<file path="src/rtl/mole_pkg.sv">
// Shared types and constants for the whack-a-mole autoplayer and the display driver.
// Latency: n/a (package only).
// Backpressure: n/a (package only).
package mole_pkg;

    localparam int NUM_BTN = 8;
    localparam int NUM_SEG = 7;

    typedef enum logic [1:0] {
        ST_IDLE    = 2'd0,
        ST_REACT   = 2'd1,
        ST_PRESS   = 2'd2,
        ST_RELEASE = 2'd3
    } state_e;

    // Active-low gfedcba glyphs for hex digits, entry i is digit i (listed F down to 0).
    localparam logic [15:0][NUM_SEG-1:0] GLYPH_LO = {
        7'b0001110,  // F
        7'b0000110,  // E
        7'b0100001,  // d
        7'b1000110,  // C
        7'b0000011,  // b
        7'b0001000,  // A
        7'b0010000,  // 9
        7'b0000000,  // 8
        7'b1111000,  // 7
        7'b0000010,  // 6
        7'b0010010,  // 5
        7'b0011001,  // 4
        7'b0110000,  // 3
        7'b0100100,  // 2
        7'b1111001,  // 1
        7'b1000000   // 0
    };

    // Number of lit (low) segments in an active-low pattern.
    function automatic logic [2:0] count_low(input logic [NUM_SEG-1:0] seg);
        logic [2:0] n;
        n = 3'd0;
        for (int i = 0; i < NUM_SEG; i++) begin
            n = n + {2'b00, ~seg[i]};
        end
        return n;
    endfunction

    // Position of the lowest lit segment; only meaningful when exactly one is lit.
    function automatic logic [2:0] first_low(input logic [NUM_SEG-1:0] seg);
        logic [2:0] idx;
        idx = 3'd0;
        for (int i = NUM_SEG - 1; i >= 0; i--) begin
            if (!seg[i]) begin
                idx = 3'(i);
            end
        end
        return idx;
    endfunction

endpackage

</file>
<file path="src/rtl/mole_autoplayer_seg7_glyph_decoder.sv">
// Maps an active-low 7-segment pattern to {valid, hex value} using the shared glyph table.
// Latency: combinational, 0 cycles.
// Backpressure: none; output follows input every cycle.
// Only present when MOLE_AUTOPLAYER_SCORE_DECODE_EN is defined, so the default build carries no decoder.
`ifdef MOLE_AUTOPLAYER_SCORE_DECODE_EN
module seg7_glyph_decoder
    import mole_pkg::*;
(
    input  logic [NUM_SEG-1:0] seg,
    output logic               hit,
    output logic [3:0]         value
);

    // Linear search of the 16 glyphs; glyphs are unique so the first match is the only match.
    always_comb begin
        hit   = 1'b0;
        value = 4'd0;
        for (int i = 0; i < 16; i++) begin
            if (!hit && (seg == GLYPH_LO[i])) begin
                hit   = 1'b1;
                value = 4'(i);
            end
        end
    end

endmodule
`endif

</file>
<file path="src/rtl/mole_autoplayer.sv">
// Watches the game display, presses the button under each lit mole, handles start presses and score readout.
// Latency: 1 cycle input register, then REACT_CYCLES to press; press and release each last HOLD_CYCLES.
// Backpressure: none; requests arriving while busy are either pending (start) or re-evaluated in IDLE (moles).
// Optional: define MOLE_AUTOPLAYER_SCORE_DECODE_EN to decode the game-over score glyph.
module mole_autoplayer
    import mole_pkg::*;
#(
    parameter int REACT_CYCLES = 6,
    parameter int HOLD_CYCLES  = 8
) (
    input  logic               clk,
    input  logic               rst,
    input  logic               enable,
    input  logic               start_req,
    input  logic [NUM_SEG-1:0] seg_in,
    input  logic               dp_in,
    output logic [NUM_BTN-1:0] btn_out,
    output logic               busy,
    output logic [2:0]         mole_idx,
    output logic [7:0]         hit_count,
    output logic [3:0]         score_out,
    output logic               score_valid,
    output logic               err_pattern
);

    // Reject out-of-range timing at elaboration; the hold limit keeps presses longer than the game's debounce.
    if (REACT_CYCLES < 1 || REACT_CYCLES > 65535) begin : g_bad_react
        $error("mole_autoplayer: REACT_CYCLES must be in 1..65535");
    end
    if (HOLD_CYCLES < 5 || HOLD_CYCLES > 65535) begin : g_bad_hold
        $error("mole_autoplayer: HOLD_CYCLES must be in 5..65535");
    end

    localparam logic [15:0] REACT_LOAD = 16'(REACT_CYCLES);
    localparam logic [15:0] HOLD_LOAD  = 16'(HOLD_CYCLES);
    localparam logic [NUM_BTN-1:0] BTN_START = {{(NUM_BTN-1){1'b0}}, 1'b1};

    state_e             state_q, state_d;
    logic [15:0]        cnt_q, cnt_d;
    logic               pend_q, pend_d;
    logic [NUM_BTN-1:0] btn_q, btn_d;
    logic               busy_q, busy_d;
    logic [2:0]         mole_idx_q, mole_idx_d;
    logic [7:0]         hit_q, hit_d;
    logic               err_q, err_d;
    logic [NUM_SEG-1:0] seg_q;
    logic               dp_q;

    logic [2:0]         low_cnt;
    logic [2:0]         pat_idx;
    logic               pat_legal;
    logic               take_start;

    // Classify the registered display: a running frame with exactly one lit segment is a mole.
    always_comb begin
        low_cnt   = count_low(seg_q);
        pat_idx   = first_low(seg_q);
        pat_legal = dp_q && (low_cnt == 3'd1);
    end

    // Next-state logic for the press sequencer, hit counter, pending start and sticky error.
    always_comb begin
        state_d    = state_q;
        cnt_d      = cnt_q;
        btn_d      = btn_q;
        mole_idx_d = mole_idx_q;
        hit_d      = hit_q;
        take_start = 1'b0;

        case (state_q)
            ST_IDLE: begin
                if (pend_q) begin
                    // Start press bypasses the reaction delay and restarts the hit tally.
                    state_d    = ST_PRESS;
                    cnt_d      = HOLD_LOAD;
                    btn_d      = BTN_START;
                    hit_d      = 8'd0;
                    take_start = 1'b1;
                end else if (enable && pat_legal) begin
                    state_d    = ST_REACT;
                    cnt_d      = REACT_LOAD;
                    mole_idx_d = pat_idx;
                end
            end
            ST_REACT: begin
                // Mole vanished, moved or game ended: drop it without pressing anything.
                if (!pat_legal || (pat_idx != mole_idx_q)) begin
                    state_d = ST_IDLE;
                    cnt_d   = 16'd0;
                end else if (cnt_q == 16'd1) begin
                    state_d = ST_PRESS;
                    cnt_d   = HOLD_LOAD;
                    btn_d   = BTN_START << mole_idx_q;
                    if (hit_q != 8'hFF) begin
                        hit_d = hit_q + 8'd1;
                    end
                end else begin
                    cnt_d = cnt_q - 16'd1;
                end
            end
            ST_PRESS: begin
                if (cnt_q == 16'd1) begin
                    state_d = ST_RELEASE;
                    cnt_d   = HOLD_LOAD;
                    btn_d   = '0;
                end else begin
                    cnt_d = cnt_q - 16'd1;
                end
            end
            ST_RELEASE: begin
                if (cnt_q == 16'd1) begin
                    state_d = ST_IDLE;
                    cnt_d   = 16'd0;
                end else begin
                    cnt_d = cnt_q - 16'd1;
                end
            end
            default: begin
                state_d = ST_IDLE;
                cnt_d   = 16'd0;
                btn_d   = '0;
            end
        endcase

        // A request landing in the same cycle the start is consumed stays pending for the next press.
        pend_d = (pend_q && !take_start) || start_req;
        busy_d = (state_d != ST_IDLE);
        // A blank running display counts as illegal too, including the input register's reset value.
        err_d  = err_q || (dp_q && (low_cnt != 3'd1));
    end

`ifdef MOLE_AUTOPLAYER_SCORE_DECODE_EN
    logic [3:0] score_q, score_d;
    logic       score_vld_q, score_vld_d;
    logic       dec_hit;
    logic [3:0] dec_val;

    seg7_glyph_decoder u_glyph (
        .seg   (seg_q),
        .hit   (dec_hit),
        .value (dec_val)
    );

    // During game over, latch each recognised glyph; an unrecognised frame only clears the valid flag.
    always_comb begin
        score_d     = score_q;
        score_vld_d = score_vld_q;
        if (!dp_q) begin
            if (dec_hit) begin
                score_d     = dec_val;
                score_vld_d = 1'b1;
            end else begin
                score_vld_d = 1'b0;
            end
        end
    end

    // Score registers.
    always_ff @(posedge clk) begin
        if (rst) begin
            score_q     <= 4'd0;
            score_vld_q <= 1'b0;
        end else begin
            score_q     <= score_d;
            score_vld_q <= score_vld_d;
        end
    end

    assign score_out   = score_q;
    assign score_valid = score_vld_q;
`else
    assign score_out   = 4'd0;
    assign score_valid = 1'b0;
`endif

    // All sequencer state, registered outputs and the display input register.
    always_ff @(posedge clk) begin
        if (rst) begin
            state_q    <= ST_IDLE;
            cnt_q      <= 16'd0;
            pend_q     <= 1'b0;
            btn_q      <= '0;
            busy_q     <= 1'b0;
            mole_idx_q <= 3'd0;
            hit_q      <= 8'd0;
            err_q      <= 1'b0;
            seg_q      <= 7'h7F;
            dp_q       <= 1'b1;
        end else begin
            state_q    <= state_d;
            cnt_q      <= cnt_d;
            pend_q     <= pend_d;
            btn_q      <= btn_d;
            busy_q     <= busy_d;
            mole_idx_q <= mole_idx_d;
            hit_q      <= hit_d;
            err_q      <= err_d;
            seg_q      <= seg_in;
            dp_q       <= dp_in;
        end
    end

    assign btn_out     = btn_q;
    assign busy        = busy_q;
    assign mole_idx    = mole_idx_q;
    assign hit_count   = hit_q;
    assign err_pattern = err_q;

endmodule

</file>
<file path="config.mk">
export PLATFORM = sky130hd
export DESIGN_NAME = mole_autoplayer
export DESIGN_NICKNAME = d
export VERILOG_FILES = /design/src/rtl/mole_pkg.sv /design/src/rtl/mole_autoplayer_seg7_glyph_decoder.sv /design/src/rtl/mole_autoplayer.sv
export SDC_FILE = /design/constraint.sdc
export NUM_CORES = 1
export LEC_CHECK = 0
export CORE_ASPECT_RATIO = 1.25
export CORE_UTILIZATION = 50
export DETAILED_ROUTE_END_ITERATION = 10
export PLACE_DENSITY = 0.74
export SLEW_MARGIN = 5
export SYNTH_ARGS = -nofsm -noshare
export SYNTH_HDL_FRONTEND = slang
export SYNTH_SLANG_ARGS = --single-unit
</file>
<file path="constraint.sdc">
create_clock -name clk -period 4.8 [get_ports clk]
set_clock_uncertainty 0.1 [all_clocks]
set_input_delay 1.44 -clock clk [delete_from_list [all_inputs] [get_ports clk]]
set_output_delay 1.44 -clock clk [all_outputs]
set_load 0.02 [all_outputs]
</file>
==> results.json <==
{
  "outcome": "finished, final reports clean",
  "pre_cts_ws_ns": 0.680,
  "postCtsSetupRepairBufs": 0,
  "finalHoldViolCount": 0,
  "tightest_slew_ns": 0.735,
  "synth-edff-count": 0,
  "fin_ws_ns": 0.644,
  "die_w_um": 68.9,
  "maxSlewHeadroom_pct": 50.8,
  "std_cell_rows": 30,
  "start_kind": "flip-flop",
  "placed_cells_incl_taps": 408,
  "firstDrtPassIters": 4,
  "drive_above_1_share_pct": 9.94,
  "setup_viol_count_final": 0,
  "fin_crit_sh_pct": 86.6,
  "worstPathRequired_ns": 4.92,
  "area_growth_pct": 15.4,
  "numPortBuffers": 32,
  "final_nets": 375,
  "seqCellArea_um2": 961,
  "path_clk_slew_ns": 0.09,
  "grt_pass1_vias": 2205,
  "async_reset_ff_share_pct": 0,
  "rsz0062_at_grt": "false",
  "drv_slew": 0,
  "path_cells": "fa_1 > inv_1 > fa_1 > fa_1 > fa_1 > and4bb_2 > nand2_1 > mux2i_2 > a41o_1 > nand2_1 > o31ai_1",
  "syn-cell-area_um2": 2800,
  "drt_iter0_drc": 173,
  "p_per_area_nw_per_um2": 417,
  "critPathMostFrequentCell": "fa_1",
  "antenna_found_initial": 0,
  "avgRoutedWirePerCell_um": 14.7,
  "fillCellCount": 530,
  "via_per_inst": 5.72,
  "place_hpwl_mm": 4.57,
  "wl_mm": 6.11,
  "antenna_left": 0,
  "routabilityCongestion": 0.848,
  "cp_max_fo": 9,
  "cts_made_buffers": 5,
  "drc": 0,
  "placed_cell_area_um2": 3140,
  "synth_area_leaders": "dfxtp_1 34%, nor2_1 4.2%, mux2i_1 3.9%",
  "synth_ff_type": "dfxtp_1",
  "ios": 38,
  "grt_max_degree": 23,
  "synth_warnings": 0,
  "multi_input_area_um2": 1690,
  "die_area_um2": 5900,
  "cts_hold_buffers": 0,
  "synth.distinct_cells": 62,
  "core_um2": 5410,
  "fin_tns_setup_ns": 0,
  "slowest_delay_ns": 0.53,
  "num_antenna_cells": 0,
  "leakage_nw": 1.30,
  "cts_tree": "done",
  "max_cap_violations": 0,
  "final_cell_area_um2": 3230,
  "dr_total_vias": 2381,
  "htree_num_levels": 2,
  "grt.overflow.total": 0,
  "instances_no_fill": 416,
  "ir_drop_mv": 0.255,
  "chipHeight_um": 85.7,
  "layout_commonest_cell": "dfxtp_1",
  "synth_largest_area_cell": "dfxtp_1",
  "clockRootBuffer": "clkbuf_8",
  "yosysSeqAreaShare_pct": 34.3,
  "clk_latency_ns": 0.30,
  "postCtsResizedCells": 0,
  "grt_usage_pct": 22.6,
  "critPathKind": "flip-flop to flip-flop",
  "clock_path_buffers": 2,
  "cpMaxStageDelayCell": "fa_1",
  "clkSinkCount": 48,
  "syn_inst": 323,
  "synth-seq-cells": 48,
  "final_cell_mix": "48 x dfxtp_1, 32 x clkdlybuf4s50_1, 31 x nor2_1, 28 x nand2_1, 17 x inv_1",
  "arrival_ns": 4.27,
  "timing.final.crit_period_ns": 4.16,
  "synth_top_area_share_pct": 34.3,
  "initial_utilization_pct": 51.8,
  "max_freq_ghz": 0.241,
  "worstSetupEndpointType": "flip-flop",
  "synth.avg_cell_area_um2": 8.67,
  "hold_path_class": "flip-flop to flip-flop",
  "grt_pass1_wl_mm": 10.1
}
-- sequential cells by signal, summed over array words and instances (netlist names) --
| name | flops |
|---|---|
| hit_count | 8 |
| mole_idx | 3 |
| seg_q | 7 |
| cnt_q | 16 |
| dp_q | 1 |
| err_pattern | 1 |
| busy | 1 |
| btn_out | 8 |
| state_q | 2 |
| pend_q | 1 |
-- synthesized netlist by cell type (2+ instances only) --
cell	n
nor4b_1	2
o21ai_0	4
a211oi_1	2
buf_2	3
o311ai_0	2
a21o_1	2
nand3b_1	5
nor4_4	2
dfxtp_1	48
inv_1	17
nor2_1	31
o2111ai_1	4
clkbuf_1	9
ha_1	8
nand3_1	10
mux2i_1	11
and3_1	4
or3_1	5
or4_1	4
xnor2_1	5
a31oi_1	4
buf_4	5
o21ai_1	2
nand4_1	4
nor4_1	5
o21ai_2	2
nor3b_1	3
nor2b_1	4
or2_1	2
a21oi_1	12
nor3_1	10
o22ai_1	3
nand2b_1	10
o31ai_1	11
or2_2	11
nand2_1	28
fa_1	4
-- worst paths after layout --
| check | from | endpoint | slack [ns] | depth (start not counted) |
|---|---|---|---|---|
| hold reg to reg | btn_out[7] | btn_out[7] | 0.37 | 1 |
| hold / removal | btn_out[7] | btn_out[7] | 0.37 | 1 |
| setup reg to reg | seg_q[0] | cnt_q[6] | 0.64 | 11 |
| setup / recovery | seg_q[0] | cnt_q[6] | 0.64 | 11 |
-- cells by family (layout without fill, tap and decap cells) --
kind of cell	after synthesis	count (layout)	share of synthesized area, %
adders and majority gates	12	12	6.44
AOI/OAI and AO/OA	62	62	16.4
xor gates and xnor gates	7	7	2.46
buffers and inverters	36	61	5.90
other	1	5	0.134
muxes	13	13	4.83
DFF	48	48	34.3
and+or+nand+nor	144	144	29.5
-- area by class of cell --
class / instances / area share [%]
clock buffer: 8 / 2.79
inverter: 18 / 2.09
multi-input combinational: 243 / 52.3
sequential: 48 / 29.8
tap: 64 / 2.48
timing repair buffer: 35 / 10.6
-- metal layers --
metal  share of wire (%)  vias to the layer above  GRT usage, %  wire, um
li1                    -                     1203             -         -
met1                  42                     1121          26.1      2580
met2                  52                       45          39.5      3190
met3                 3.0                       12          3.86       181
met4                 2.6                        0          9.46       158
met5                   0                        -             0         0
-- through the flow --
step,hold slack [ns],total power [W],util [%]
3_5_place_dp,0.359,0.00109,58.1
3_3_place_gp,0.349,0.00109,58.1
6_report,0.373,0.00135,59.7
5_1_grt,0.401,0.00144,59.7
2_1_floorplan,0.349,0.000963,-
4_1_cts,0.377,0.00135,59.7
-- critical path, delay by kind of cell, from the launching register on --
family          cells  cell delay [ns]
compound gates      2             0.72
fa+ha+maj           4             1.83
buf+inv             1             0.05
flops               1             0.35
mux                 1             0.32
simple gates        3             0.71
-- report_power, final --
part	total [W]	internal, W	switching (W)
combinational	0.000598	0.000242	0.000356
sequential	0.000495	0.000439	0.0000559
clock	0.000253	0.000118	0.000135
Note: power is estimated with default switching activity, not from simulation.
